`src/rtl/kyber_encode_pkg.sv`:
```
// Shared constants, state type and helpers for the sequential ByteEncode_d engine.
package kyber_encode_pkg;

    localparam int unsigned N_COEF = 256;
    localparam int unsigned D_MAX  = 12;
    localparam int unsigned ACC_W  = 20;

    typedef enum logic [1:0] {IDLE, RUN, DONE} enc_state_t;

    // 256 coefficients of d bits each pack into exactly 32*d bytes.
    function automatic logic [10:0] bytes_per_poly(input logic [3:0] d);
        return {2'b00, d, 5'b00000};
    endfunction

endpackage

```
`src/rtl/encode_ctrl_if.sv`:
```
// Command, coefficient-input and byte-output handshake bundle of the encoder.
interface encode_ctrl_if;

    logic        start;
    logic [3:0]  d;
    logic [2:0]  npoly;
    logic        in_valid;
    logic [15:0] in_coef;
    logic        in_ready;
    logic        out_valid;
    logic [7:0]  out_byte;
    logic        out_last;
    logic        out_ready;
    logic        busy;
    logic        done;
    logic        err;

    modport master (
        output start, d, npoly, in_valid, in_coef, out_ready,
        input  in_ready, out_valid, out_byte, out_last, busy, done, err
    );

    modport slave (
        input  start, d, npoly, in_valid, in_coef, out_ready,
        output in_ready, out_valid, out_byte, out_last, busy, done, err
    );

endinterface

```
`src/rtl/encode_packer.sv`:
```
// LSB-first bit accumulator: appends d masked coefficient bits, drains whole bytes.
module encode_packer
    import kyber_encode_pkg::*;
(
    input  logic             clk,
    input  logic             rst,
    input  logic             clear_i,
    input  logic [3:0]       d_i,
    input  logic             accept_i,
    input  logic [D_MAX-1:0] coef_i,
    input  logic             emit_i,
    output logic [4:0]       acc_bits_o,
    output logic [7:0]       byte_o
);

    logic [ACC_W-1:0] acc_q, acc_d;
    logic [4:0]       acc_bits_q, acc_bits_d;
    logic [D_MAX-1:0] mask;
    logic [ACC_W-1:0] coef_shifted;

    // Accept only happens with fewer than 8 pending bits, so the shift never exceeds 7.
    always_comb begin
        mask         = D_MAX'((32'd1 << d_i) - 32'd1);
        coef_shifted = ACC_W'(coef_i & mask) << acc_bits_q;
    end

    always_comb begin
        acc_d      = acc_q;
        acc_bits_d = acc_bits_q;
        if (clear_i) begin
            acc_d      = '0;
            acc_bits_d = '0;
        end else if (accept_i) begin
            acc_d      = acc_q | coef_shifted;
            acc_bits_d = acc_bits_q + {1'b0, d_i};
        end else if (emit_i) begin
            acc_d      = acc_q >> 8;
            acc_bits_d = acc_bits_q - 5'd8;
        end
    end

    always_ff @(posedge clk) begin
        if (rst) begin
            acc_q      <= '0;
            acc_bits_q <= '0;
        end else begin
            acc_q      <= acc_d;
            acc_bits_q <= acc_bits_d;
        end
    end

    assign acc_bits_o = acc_bits_q;
    assign byte_o     = acc_q[7:0];

endmodule

```
`src/rtl/encode_ctrl.sv`:
```
// ByteEncode_d scheduler: command legality, FSM, coefficient/byte counters and handshakes.
module encode_ctrl
    import kyber_encode_pkg::*;
#(
    parameter int unsigned N_POLY_MAX = 4
) (
    input  logic          clk,
    input  logic          rst,
    encode_ctrl_if.slave  bus
);

    enc_state_t  state_q, state_d;
    logic [3:0]  d_q, d_d;
    logic [2:0]  npoly_q, npoly_d;
    logic [10:0] coef_cnt_q, coef_cnt_d;
    logic [10:0] byte_cnt_q, byte_cnt_d;
    logic [10:0] last_at_q, last_at_d;
    logic        err_q, err_d;

    logic [4:0]  acc_bits;
    logic [7:0]  acc_byte;
    logic [10:0] coef_total;
    logic        start_legal;
    logic        clear;
    logic        in_ready;
    logic        out_valid;
    logic        out_last;
    logic        accept;
    logic        emit;
    logic        unused_coef_hi;

    assign unused_coef_hi = ^bus.in_coef[15:D_MAX];

    assign start_legal = (bus.d != 4'd0) && (32'(bus.d) <= D_MAX) &&
                         (bus.npoly != 3'd0) && (32'(bus.npoly) <= N_POLY_MAX);

    assign coef_total = 11'(32'(npoly_q) * N_COEF);

    // acc_bits < 8 and acc_bits >= 8 never hold together, so accept and emit are exclusive.
    assign in_ready  = (state_q == RUN) && (acc_bits < 5'd8) && (coef_cnt_q < coef_total);
    assign out_valid = (state_q == RUN) && (acc_bits >= 5'd8);
    assign out_last  = out_valid && (byte_cnt_q == last_at_q);
    assign accept    = in_ready && bus.in_valid;
    assign emit      = out_valid && bus.out_ready;

    always_comb begin
        state_d    = state_q;
        d_d        = d_q;
        npoly_d    = npoly_q;
        coef_cnt_d = coef_cnt_q;
        byte_cnt_d = byte_cnt_q;
        last_at_d  = last_at_q;
        err_d      = 1'b0;
        clear      = 1'b0;

        case (state_q)
            IDLE: begin
                if (bus.start) begin
                    if (start_legal) begin
                        d_d        = bus.d;
                        npoly_d    = bus.npoly;
                        coef_cnt_d = '0;
                        byte_cnt_d = '0;
                        last_at_d  = bytes_per_poly(bus.d) - 11'd1;
                        clear      = 1'b1;
                        state_d    = RUN;
                    end else begin
                        err_d = 1'b1;
                    end
                end
            end
            RUN: begin
                if (accept) begin
                    coef_cnt_d = coef_cnt_q + 11'd1;
                end
                if (emit) begin
                    byte_cnt_d = byte_cnt_q + 11'd1;
                    if (out_last) begin
                        last_at_d = last_at_q + bytes_per_poly(d_q);
                    end
                end
                // Every polynomial is a whole number of bytes, so nothing is left to flush.
                if ((coef_cnt_q == coef_total) && (acc_bits == 5'd0)) begin
                    state_d = DONE;
                end
            end
            DONE: begin
                state_d = IDLE;
            end
            default: begin
                state_d = IDLE;
            end
        endcase
    end

    always_ff @(posedge clk) begin
        if (rst) begin
            state_q    <= IDLE;
            d_q        <= '0;
            npoly_q    <= '0;
            coef_cnt_q <= '0;
            byte_cnt_q <= '0;
            last_at_q  <= '0;
            err_q      <= 1'b0;
        end else begin
            state_q    <= state_d;
            d_q        <= d_d;
            npoly_q    <= npoly_d;
            coef_cnt_q <= coef_cnt_d;
            byte_cnt_q <= byte_cnt_d;
            last_at_q  <= last_at_d;
            err_q      <= err_d;
        end
    end

    encode_packer u_packer (
        .clk        (clk),
        .rst        (rst),
        .clear_i    (clear),
        .d_i        (d_q),
        .accept_i   (accept),
        .coef_i     (bus.in_coef[D_MAX-1:0]),
        .emit_i     (emit),
        .acc_bits_o (acc_bits),
        .byte_o     (acc_byte)
    );

    assign bus.in_ready  = in_ready;
    assign bus.out_valid = out_valid;
    assign bus.out_byte  = acc_byte;
    assign bus.out_last  = out_last;
    assign bus.busy      = (state_q == RUN) || (state_q == DONE);
    assign bus.done      = (state_q == DONE);
    assign bus.err       = err_q;

endmodule

```
`src/flat_wrapper.sv`:
```
// flat-port wrapper written by rule: the top's interface ports become plain ports
module encode_ctrl_flat import kyber_encode_pkg::*;
#(
    parameter int unsigned N_POLY_MAX = 4
)
  (clk, rst, bus_start, bus_d, bus_npoly, bus_in_valid, bus_in_coef, bus_out_ready, bus_in_ready, bus_out_valid, bus_out_byte, bus_out_last, bus_busy, bus_done, bus_err);
  encode_ctrl_if bus_i ();
  input  logic clk;
  input  logic rst;
  input wire logic [$bits(bus_i.start)-1:0] bus_start;
  input wire logic [$bits(bus_i.d)-1:0] bus_d;
  input wire logic [$bits(bus_i.npoly)-1:0] bus_npoly;
  input wire logic [$bits(bus_i.in_valid)-1:0] bus_in_valid;
  input wire logic [$bits(bus_i.in_coef)-1:0] bus_in_coef;
  input wire logic [$bits(bus_i.out_ready)-1:0] bus_out_ready;
  output wire logic [$bits(bus_i.in_ready)-1:0] bus_in_ready;
  output wire logic [$bits(bus_i.out_valid)-1:0] bus_out_valid;
  output wire logic [$bits(bus_i.out_byte)-1:0] bus_out_byte;
  output wire logic [$bits(bus_i.out_last)-1:0] bus_out_last;
  output wire logic [$bits(bus_i.busy)-1:0] bus_busy;
  output wire logic [$bits(bus_i.done)-1:0] bus_done;
  output wire logic [$bits(bus_i.err)-1:0] bus_err;
  assign bus_i.start = bus_start;
  assign bus_i.d = bus_d;
  assign bus_i.npoly = bus_npoly;
  assign bus_i.in_valid = bus_in_valid;
  assign bus_i.in_coef = bus_in_coef;
  assign bus_i.out_ready = bus_out_ready;
  assign bus_in_ready = bus_i.in_ready;
  assign bus_out_valid = bus_i.out_valid;
  assign bus_out_byte = bus_i.out_byte;
  assign bus_out_last = bus_i.out_last;
  assign bus_busy = bus_i.busy;
  assign bus_done = bus_i.done;
  assign bus_err = bus_i.err;
  encode_ctrl #(.N_POLY_MAX(N_POLY_MAX)) u_core (.clk(clk), .rst(rst), .bus(bus_i));
endmodule
```
`config.mk`:
```
export PLATFORM = sky130hd
export DESIGN_NAME = encode_ctrl_flat
export DESIGN_NICKNAME = d
export VERILOG_FILES = /design/src/rtl/kyber_encode_pkg.sv /design/src/rtl/encode_ctrl_if.sv /design/src/rtl/encode_packer.sv /design/src/rtl/encode_ctrl.sv /design/src/flat_wrapper.sv
export SDC_FILE = /design/constraint.sdc
export NUM_CORES = 1
export LEC_CHECK = 0
export CAP_MARGIN = 20
export CORE_ASPECT_RATIO = 1.2
export CORE_MARGIN = 3
export CORE_UTILIZATION = 36
export CTS_CLUSTER_DIAMETER = 100
export CTS_CLUSTER_SIZE = 28
export DETAILED_ROUTE_END_ITERATION = 8
export GPL_TIMING_DRIVEN = 0
export PLACE_DENSITY = 0.66
export SLEW_MARGIN = 20
export SYNTH_ARGS = -nofsm -noshare
export SYNTH_HDL_FRONTEND = slang
export SYNTH_SLANG_ARGS = --single-unit
```
`constraint.sdc`:
```
create_clock -name clk -period 8.6 [get_ports clk]
set_clock_uncertainty 0.15 [all_clocks]
set_input_delay 1.29 -clock clk [delete_from_list [all_inputs] [get_ports clk]]
set_output_delay 1.29 -clock clk [all_outputs]
set_load 0.01 [all_outputs]
```
-- Yosys cells after proc, flatten, opt, wreduce, memory -nomap -nowiden
Index checks and enable logic that the tools add are counted.
- add/sub/neg operators: 7
- order comparisons: 5
- equal/unequal tests: 10
- shift-type cells: 2
- multiplexer cells: 23
- bitwise operators: 4
- reductions and logical operators: 24
- operators with widths (kind ; count):
    2-to-1 mux 11 bit ; 8
    one-hot mux 11 bit (2 select lines) ; 3
    2-to-1 mux 20 bit ; 2
    adder 11 x 1 -> 11 bit (second input constant) ; 2
    equality test 11 bit ; 2
    OR 20 bit ; 1
    << shifter 12 x 5 -> 20 bit ; 1
    AND 12 bit ; 1
    << shifter 1 x 4 -> 12 bit (first input constant) ; 1
    subtractor 12 x 1 -> 12 bit (second input constant) ; 1
    adder 11 x 9 -> 11 bit ; 1
    less-than comparator 11 bit ; 1
    logical AND 1 bit ; 10
    2-to-1 mux 5 bit ; 2
    subtractor 9 x 1 -> 10 bit (second input constant) ; 1
    AND reduction 4 bit ; 2
    2-to-1 mux 2 bit ; 3
    != test 2 x 1 -> 1 bit (second input constant) ; 3
    != test 2 bit (second input constant) ; 3
    AND reduction 3 bit ; 2
    adder 5 x 4 -> 5 bit ; 1
    greater-or-equal comparator 5 x 4 -> 1 bit (second input constant) ; 1
    logical NOT 5 bit ; 1
    less-than comparator 5 x 4 -> 1 bit (second input constant) ; 1
    other kinds (16) ; 21
- flip-flop bits (word level): 68
- bits of input ports: 28
- output and inout bits: 14
- logic and storage cells: 84

-- Depth between registers and ports, before layout
Gate-level depths: netlist of the first run.
- depth after elaboration: 8
- depth in mapped cells: 11
- gate-level depth less buffers: 9

-- Modules after synthesis
A second synthesis of the first run with hierarchy kept.
- cells, all modules: 603
- area total of the unflattened synthesis: 4793.3 um2
- by module, submodules not included (module ; instances ; cells an instance ; area an instance (um2) ; seq. area each (um2)):
    encode_packer ; 1 ; 325 ; 2441.1 ; 500.5
    encode_ctrl ; 1 ; 278 ; 2352.3 ; 780.7

-- Least setup slack after synthesis of the first run
OpenSTA, ideal clock, no wires.
- kind: in2reg
- from: input bus_npoly[0]
- to: register u_core.u_packer.acc_q[18]
- setup time: 0.122 ns
- arrival: 2.936 ns
- required time: 8.328 ns
- path slack: 5.392 ns
- stages on the path: 7
- path buffers: 1
- cells stage by stage: or3b_4 a2111oi_4 or2_1 buf_2 nor2_1 a32oi_1 o21ai_1
- longest elaborated chain between the ends: 7
- elaborated cells on any way between the ends: 8
- those cells by class: 1 x order compare; 3 x mux; 4 x reduce/logical
- ends and longest elaborated chain (item ; RTL line ; source):
    start: declaration ; flat_wrapper.sv:12 ; input wire logic [$bits(bus_i.npoly)-1:0] bus_npoly;
    parallel branches: the longest is 2 deep, another holds less-or-equal comparator 3 bit ; - ;
    logical AND 1 bit * ; encode_ctrl.sv:35 ; (bus.npoly != 3'd0) && (32'(bus.npoly) <= N_POLY_MAX);
    2-to-1 mux 1 bit * ; encode_ctrl.sv:59 ; if (start_legal) begin
    2-to-1 mux 1 bit * ; encode_ctrl.sv:58 ; if (bus.start) begin
    2-to-1 mux 1 bit * ; encode_ctrl.sv:56 ; case (state_q)
    OR reduction 2 bit (no source line) * ; - ;
    end signal: assignment ; encode_packer.sv:44 ; acc_q <= '0;
    end signal: assignment ; encode_packer.sv:47 ; acc_q <= acc_d;
    end: declaration ; encode_packer.sv:16 ; logic [ACC_W-1:0] acc_q, acc_d;
Every way passes the cells marked *.
A chain may end at the register's enable or synchronous reset.

-- Final worst setup path of the first run
- from: register u_core.u_packer.acc_bits_q[4], in the netlist u_core.u_packer.acc_bits_o[4]
- to: output bus_out_last
- longest elaborated chain between the ends: 3
- ends and longest elaborated chain (item ; RTL line ; source):
    start: declaration ; encode_packer.sv:17 ; logic [4:0] acc_bits_q, acc_bits_d;
    start signal: assignment ; encode_packer.sv:48 ; acc_bits_q <= acc_bits_d;
    greater-or-equal comparator 5 x 4 -> 1 bit ; encode_ctrl.sv:41 ; assign out_valid = (state_q == RUN) && (acc_bits >= 5'd8);
    logical AND 1 bit ; encode_ctrl.sv:41 ;
    logical AND 1 bit ; encode_ctrl.sv:42 ; assign out_last = out_valid && (byte_cnt_q == last_at_q);
    end: declaration ; flat_wrapper.sv:19 ; output wire logic [$bits(bus_i.out_last)-1:0] bus_out_last;
No other way between the ends.

==> summary.md, run 1 <==
| Metric | Value |
|---|---|
| FF+latch count, synth | `64` |
| Worst Hold Launch | `u_core.u_packer.acc_q[13]` |
| CTS clock-pin slew for the worst setup and hold paths | `60 ps` |
| RR Endpoint | `u_core.u_packer.acc_q[15]` |
| Status | `finished, final reports clean` |
| Finished Layout Cells | `801` |
| # diodes | `0` |
| GP Congestion | `0.920` |
| Placed Area | `0.00517 sq mm` |
| Die area | `0.0142 sq mm` |
| Hold_buf cts | `0` |
| Worst min-delay path class | `reg2reg` |
| Setup crit end kind | `output port` |
| RSZ-0062 raised after global routing | `no` |
| Grt ovf | `0` |
| CP startpoint | `u_core.u_packer.acc_bits_o[4]` |
| Clock sink total | `64` |
| Placement row count | `44` |
| Net count, final | `688` |
| Core area | `between 0.01 and 0.015 sq mm` |
| Fraction of layout cells with a size suffix above 1 | `0.0844` |
| Setup TNS | `0 ps` |
| Most frequent CP cell | `inv_1` |
| Worst path cell trace | `clkbuf_1 -> inv_1 -> ha_1 -> nor2b_1 -> nand4_1 -> a211o_1 -> inv_1 -> clkdlybuf4s50_1` |
| Vias in the first global route | `4,419` |
| Library cells used by synthesis | `74` |
| Top layer in use | `met4` |
| 1st-iter DRT viols | `between 200 and 300` |
| Pwr/cell area | `around 150 mW/mm^2` |
| Placed cells | `787` |
| Arrival time worst endpoint | `about 2900 ps` |
| R2r startpoint | `u_core.d_q[0]` |
| Max VDD drop | `91.3 uV` |
| Largest net degree at the start of global routing | `12` |
| Hold WS | `between 300 and 400 ps` |
| Clk_lat worst skew | `330 ps` |
| Via count | `4,616` |
| Setup bufs post-CTS | `0` |
| Mapped Area | `0.00460 sq mm` |
| R2R depth | `10` |
| CTS resizes | `0` |
| Flop2flop setup slack | `just over 5000 ps` |
| Actual slew at the worst max-slew pin | `922 ps` |
| Minimum clock period | `4290 ps` |
| Crit path kind | `reg2out` |
| CTS buffer count | `9` |
| Max Cap Violations | `0` |
| Fmax | `233 MHz` |
| Startpoint types | `flop` |
| Die height | `about 130 microns` |
| H-tree depth | `3` |
| Post-synthesis sequential area ratio | `0.279` |
| Initial antenna violation count | `0` |
| Clock Tree Buf Depth | `2` |
| Layout area overhead | `18.3%` |
| CTS tree | `done` |
| Commonest non-fill, non-tap cells in the layout | `70 x nor2_1, 64 x dfxtp_1, 51 x a21oi_1` |
| Worst relative slew slack | `0.377` |
| Slowest-stage cell, CP | `clkdlybuf4s50_1` |
| Max FO, Critical Path | `9` |
| Syn avg cell area | `7.81 sq um` |
| Gate count of the mapped netlist | `589` |
| WP data required | `7160 ps` |
| Metal2 WL | `6740 microns` |
| Total routed wirelength | `13,400 microns` |
| Global-route wire length before repair | `22,000 microns` |
| Starting density of the core | `0.375` |
| Worst Hold Endpoint | `u_core.u_packer.acc_q[13]` |
| Worst stage delay on the critical path | `550 ps` |
| Layout Cell Area excl Fill | `0.00544 sq mm` |
| Final cycle utilization of the critical path | `0.499` |
| Final hold vios | `0` |
| DR DRC count | `0` |
| First drt pass iteration count | `5` |
| Met1 WL | `5520 microns` |
| Post-route ant nets | `0` |
| Fillers | `1,235` |
| WHS Path Cells | `2` |
| Port bufs | `37` |
| I/O pin count | `42` |
| Met3 Routed Length | `between 800 and 900 microns` |
| CP Buf/Inv Count | `4` |
| Leakage | `1.92 nW` |
| GRT Total Usage | `0.195` |
| Mean number of vias per cell | `5.76` |
| Wirelength per Cell | `16.8 microns` |
| Family with the most delay on the worst path | `buffers and inverters` |
| Commonest non-fill, non-tap cell in the layout | `nor2_1` |
| Synth Warn # | `0` |
| Post-DP HPWL | `~10,000 microns` |
| Ys async rst share | `0` |
| Root Driver | `clkbuf_16` |
| Setup Viol. Count Final | `0` |
| Mapped Nets | `640` |
| Dominant register cell in the synthesized netlist | `dfxtp_1` |
| Slew Limit Fails | `0` |
| Post-synth EDFFs | `0` |
| Die X | `109 microns` |
[synth_stat cells, types with 4 or more instances]
| master | instances | area, sq um |
|---|---|---|
| a21o_1 | 5 | 37.5 |
| and3_1 | 4 | 25.0 |
| nand4_1 | 5 | 31.3 |
| a31oi_1 | 8 | 50.1 |
| dfxtp_1 | 64 | 1280 |
| buf_4 | 9 | 67.6 |
| nor4_1 | 4 | 25.0 |
| nor2_1 | 70 | 263 |
| inv_1 | 25 | 93.8 |
| nor2b_1 | 4 | 25.0 |
| o211ai_1 | 9 | 67.6 |
| ha_1 | 21 | 263 |
| nor3_1 | 18 | 90.1 |
| a211oi_1 | 9 | 67.6 |
| o22ai_1 | 7 | 43.8 |
| or3_1 | 5 | 31.3 |
| o21ai_0 | 27 | 135 |
| a21oi_1 | 51 | 255 |
| mux2i_1 | 17 | 170 |
| a211oi_2 | 6 | 75.1 |
| nand3_1 | 21 | 105 |
| nand2b_1 | 8 | 50.1 |
| nand2_1 | 47 | 176 |
| xnor2_1 | 28 | 245 |
| buf_2 | 8 | 40.0 |
| clkbuf_1 | 22 | 82.6 |
[worst min-delay path: stages, from the launching register on]
cell and delay (ps):
dfxtp_1 330, nand2_1 50, o21ai_0 50
[worst max path at each step]
stage / endpoint / slack [ps] / cells past startpoint
floorplan: u_core.u_packer.acc_q[18] / 5390 / 7
global placement: u_core.u_packer.acc_q[18] / 4400 / 10
detailed placement: u_core.byte_cnt_q[2] / 4350 / 10
CTS: bus_out_last / 4350 / 8
global route: bus_out_last / 4120 / 8
finish: bus_out_last / 4310 / 8
[flip-flops by register name (all words and copies together) (netlist names)]
signal / cells
u_core.u_packer.acc_q: 20
u_core.byte_cnt_q: 11
u_core.coef_cnt_q: 11
u_core.last_at_q: 7
u_core.u_packer.acc_bits_o: 5
u_core.d_q: 4
u_core.npoly_q: 3
u_core.state_q: 2
u_core.bus.err: 1
[cell type report]
type | count | area [sq um] | area share
Inverter | 26 | 97.6 | 0.0179
Buffer | 42 | 201 | 0.0370
Clock inverter | 3 | 18.8 | 0.00345
Timing Repair Buffer | 37 | 370 | 0.0680
Tap cell | 161 | 201 | 0.0370
Clock buffer | 11 | 253 | 0.0464
Sequential cell | 64 | 1280 | 0.235
Multi-Input combinational cell | 457 | 3020 | 0.555
[per-layer routing]
metal,vias to the layer above,global-route usage
met4,0,0.0748
met1,2164,0.236
li1,2238,-
met5,-,0
met2,184,0.341
met3,30,0.0356
[report_power, final]
group	internal [mW]	leakage [nW]	switching, mW	total (mW)
Combinational	0.0648	1.27	0.101	0.166
Sequential	0.305	0.517	0.00877	0.314
Clock	0.207	0.137	0.133	0.340
[per-stage QoR]
| stage | total power [mW] | util | setup slack (ps) |
|---|---|---|---|
| 3_3_place_gp | 0.479 | 0.421 | 4400 |
| 6_report | 0.819 | 0.443 | 4310 |
| 2_1_floorplan | 0.429 | - | 5390 |
| 5_1_grt | 0.852 | 0.443 | 4120 |
| 4_1_cts | 0.822 | 0.443 | 4350 |
| 3_5_place_dp | 0.483 | 0.421 | 4350 |
[cells by family (layout without fill, tap and decap cells)]
family / after synthesis / count (layout) / share of synthesized area
simple gates: 208 / 208 / 0.218
compound gates: 176 / 176 / 0.271
buf+inv: 68 / 119 / 0.0650
flops: 64 / 64 / 0.279
xor+xnor: 31 / 31 / 0.0590
fa+ha+maj: 23 / 23 / 0.0658
mux: 19 / 19 / 0.0419
Note: power is estimated with default switching activity, not from simulation.
==> inputs of run 2 (changes only) <==
--- a/config.mk
+++ b/config.mk
@@ -13,7 +13,7 @@
 export CTS_CLUSTER_SIZE = 28
 export DETAILED_ROUTE_END_ITERATION = 8
 export GPL_TIMING_DRIVEN = 0
-export PLACE_DENSITY = 0.66
+export PLACE_DENSITY = 0.68
 export SLEW_MARGIN = 20
 export SYNTH_ARGS = -nofsm -noshare
 export SYNTH_HDL_FRONTEND = slang
==> constraint.sdc (replaced) <==
create_clock -name clk -period 3.65 [get_ports clk]
set_clock_uncertainty 0.15 [all_clocks]
set_input_delay 0.5475 -clock clk [delete_from_list [all_inputs] [get_ports clk]]
set_output_delay 0.5475 -clock clk [all_outputs]
set_load 0.01 [all_outputs]
==> run 2 against run 1 <==
- via count decreased by 0.50%
- power increased by 140%
- cell area increased by 0.85%
- sequential power increased by 140%
- critical path depth increased by 2
- combinational power increased by 140%
- sequential cell count unchanged
- die area unchanged
==> summary.md, run 2 (synthesis gave the netlist of run 1 again) <==
| Metric | Value |
|---|---|
| Vias in the first global route | `4,472 (+1.2%)` |
| Mean number of vias per cell | `5.72 (-0.75%)` |
| CTS resizes | `0 (unchanged)` |
| Core area | `0.0123 sq mm (unchanged)` |
| Minimum clock period | `between 3000 and 4000 ps` |
| Final hold vios | `0 (unchanged)` |
| Grt ovf | `0 (unchanged)` |
| Via count | `4,593 (-0.50%)` |
| Clk_lat worst skew | `330 ps (about the same)` |
| Global-route wire length before repair | `22,500 microns (+2.3%)` |
| I/O pin count | `42 (unchanged)` |
| Fmax | `300 MHz` |
| Die height | `130 microns (unchanged)` |
| Fraction of layout cells with a size suffix above 1 | `0.0950 (+0.0106)` |
| Arrival time worst endpoint | `3430 ps (+580 ps)` |
| Max VDD drop | `205 uV (+120%)` |
| Max FO, Critical Path | `10 (+1)` |
| 1st-iter DRT viols | `299 (+5.7%)` |
| CTS buffer count | `9 (unchanged)` |
| DR DRC count | `0 (unchanged)` |
| Placed Area | `0.00517 sq mm (unchanged)` |
| Net count, final | `688 (unchanged)` |
| Commonest non-fill, non-tap cell in the layout | `nor2_1` |
| Port bufs | `37 (unchanged)` |
| H-tree depth | `3 (unchanged)` |
| Total routed wirelength | `13,700 microns (+2.1%)` |
| Die X | `109 microns (unchanged)` |
| Core Util, Final | `0.447 (+0.00377)` |
| CTS tree | `done` |
| GRT Total Usage | `0.201 (+0.00590)` |
| CTS clock-pin slew for the worst setup and hold paths | `60 ps (about the same)` |
| Die area | `0.0142 sq mm (unchanged)` |
| Worst min-delay path class | `reg2reg` |
| Placement row count | `44 (unchanged)` |
| Max Cap Violations | `0 (unchanged)` |
| Initial antenna violation count | `0 (unchanged)` |
| Wirelength per Cell | `17.1 microns (+1.9%)` |
| Setup crit end kind | `flop` |
| Starting density of the core | `0.375 (unchanged)` |
| Setup TNS | `0 ps (unchanged)` |
| Slew Limit Fails | `0 (unchanged)` |
| Pwr/cell area | `358 mW/mm^2 (+140%)` |
| Clock sink total | `64 (unchanged)` |
| WP data required | `3740 ps (-3420 ps)` |
| Startpoint types | `flop` |
| Top reg by flops | `u_core.u_packer.acc_q` |
| RSZ-0062 raised after global routing | `no` |
| Setup Viol. Count Final | `0 (unchanged)` |
| Crit path kind | `reg2reg` |
| Actual slew at the worst max-slew pin | `1070 ps (+145 ps)` |
| Post-route ant nets | `0 (unchanged)` |
| Post-DP HPWL | `10,600 microns (+1.8%)` |
| # diodes | `0 (unchanged)` |
| Max FFs per register | `20 (unchanged)` |
| Final cycle utilization of the critical path | `0.915` |
| Layout area overhead | `19.3%` |
| Commonest non-fill, non-tap cells in the layout | `70 x nor2_1, 64 x dfxtp_1, 51 x a21oi_1` |
| Largest registers | `u_core.u_packer.acc_q x20, u_core.byte_cnt_q x11, u_core.coef_cnt_q x11` |
| Worst relative slew slack | `0.279 (-0.0982)` |
| Layout Cell Area excl Fill | `0.00549 sq mm (+0.85%)` |
| Largest net degree at the start of global routing | `13 (+1)` |
| Root Driver | `clkbuf_16` |
| Leakage | `1.93 nW (+0.63%)` |
| Hold_buf cts | `0 (unchanged)` |
| Setup bufs post-CTS | `0 (unchanged)` |
| Clock Tree Buf Depth | `2 (unchanged)` |
| First drt pass iteration count | `5 (unchanged)` |
| GP Congestion | `0.941 (+2.4%)` |
| Status | `finished, final reports clean` |
-- run 2: worst paths after layout --
path                              from                         to  slack [ps]  cells after the start
min          u_core.u_packer.acc_q[15]  u_core.u_packer.acc_q[15]         310                      2
min reg2reg  u_core.u_packer.acc_q[15]  u_core.u_packer.acc_q[15]         310                      2
max                      u_core.d_q[0]  u_core.u_packer.acc_q[15]         310                     10
max reg2reg              u_core.d_q[0]  u_core.u_packer.acc_q[15]         310                     10
-- run 2: cell type report --
class	count	area, sq um
clock buffer	10	239
clock inverter	6	43.8
buffer	42	203
timing repair buffer	37	370
fill	1232	6790
sequential	64	1280
multi-input combinational	457	3050
tap	161	201
inverter	26	97.6
-- run 2: metal layers --
| layer | part of all wire | GRT usage | up-vias |
|---|---|---|---|
| li1 | - | - | 2236 |
| met1 | 0.43 | 0.251 | 2172 |
| met2 | 0.48 | 0.329 | 148 |
| met3 | 0.059 | 0.0475 | 37 |
| met4 | 0.033 | 0.0880 | 0 |
| met5 | 0 | 0 | - |
-- run 2: power breakdown --
part | leakage, nW | switching [mW] | internal, mW | total, mW
sequential | 0.517 | 0.0250 | 0.719 | 0.744
clock | 0.139 | 0.340 | 0.480 | 0.820
combinational | 1.28 | 0.242 | 0.156 | 0.399
-- run 2: per-stage QoR --
stage          setup WS (ps)  hold WS (ps)  power (mW)  instances
4_1_cts                 42.3           320        1.96        803
3_3_place_gp             163           296        1.14        787
6_report                 312           314        1.96        803
2_1_floorplan            905           274        1.01        589
5_1_grt                 75.6           339        2.05        803
3_5_place_dp            67.6           307        1.14        787
-- run 2: critical path, cell delays in order, from the launching register on --
cell and delay [ps]:
dfxtp_1 450, clkbuf_1 350, nand2b_1 170, ha_1 280, clkbuf_2 280, nand2_1 70, mux2i_1 460, nor2_1 120
a311oi_2 440, mux2i_1 190, o311ai_1 280
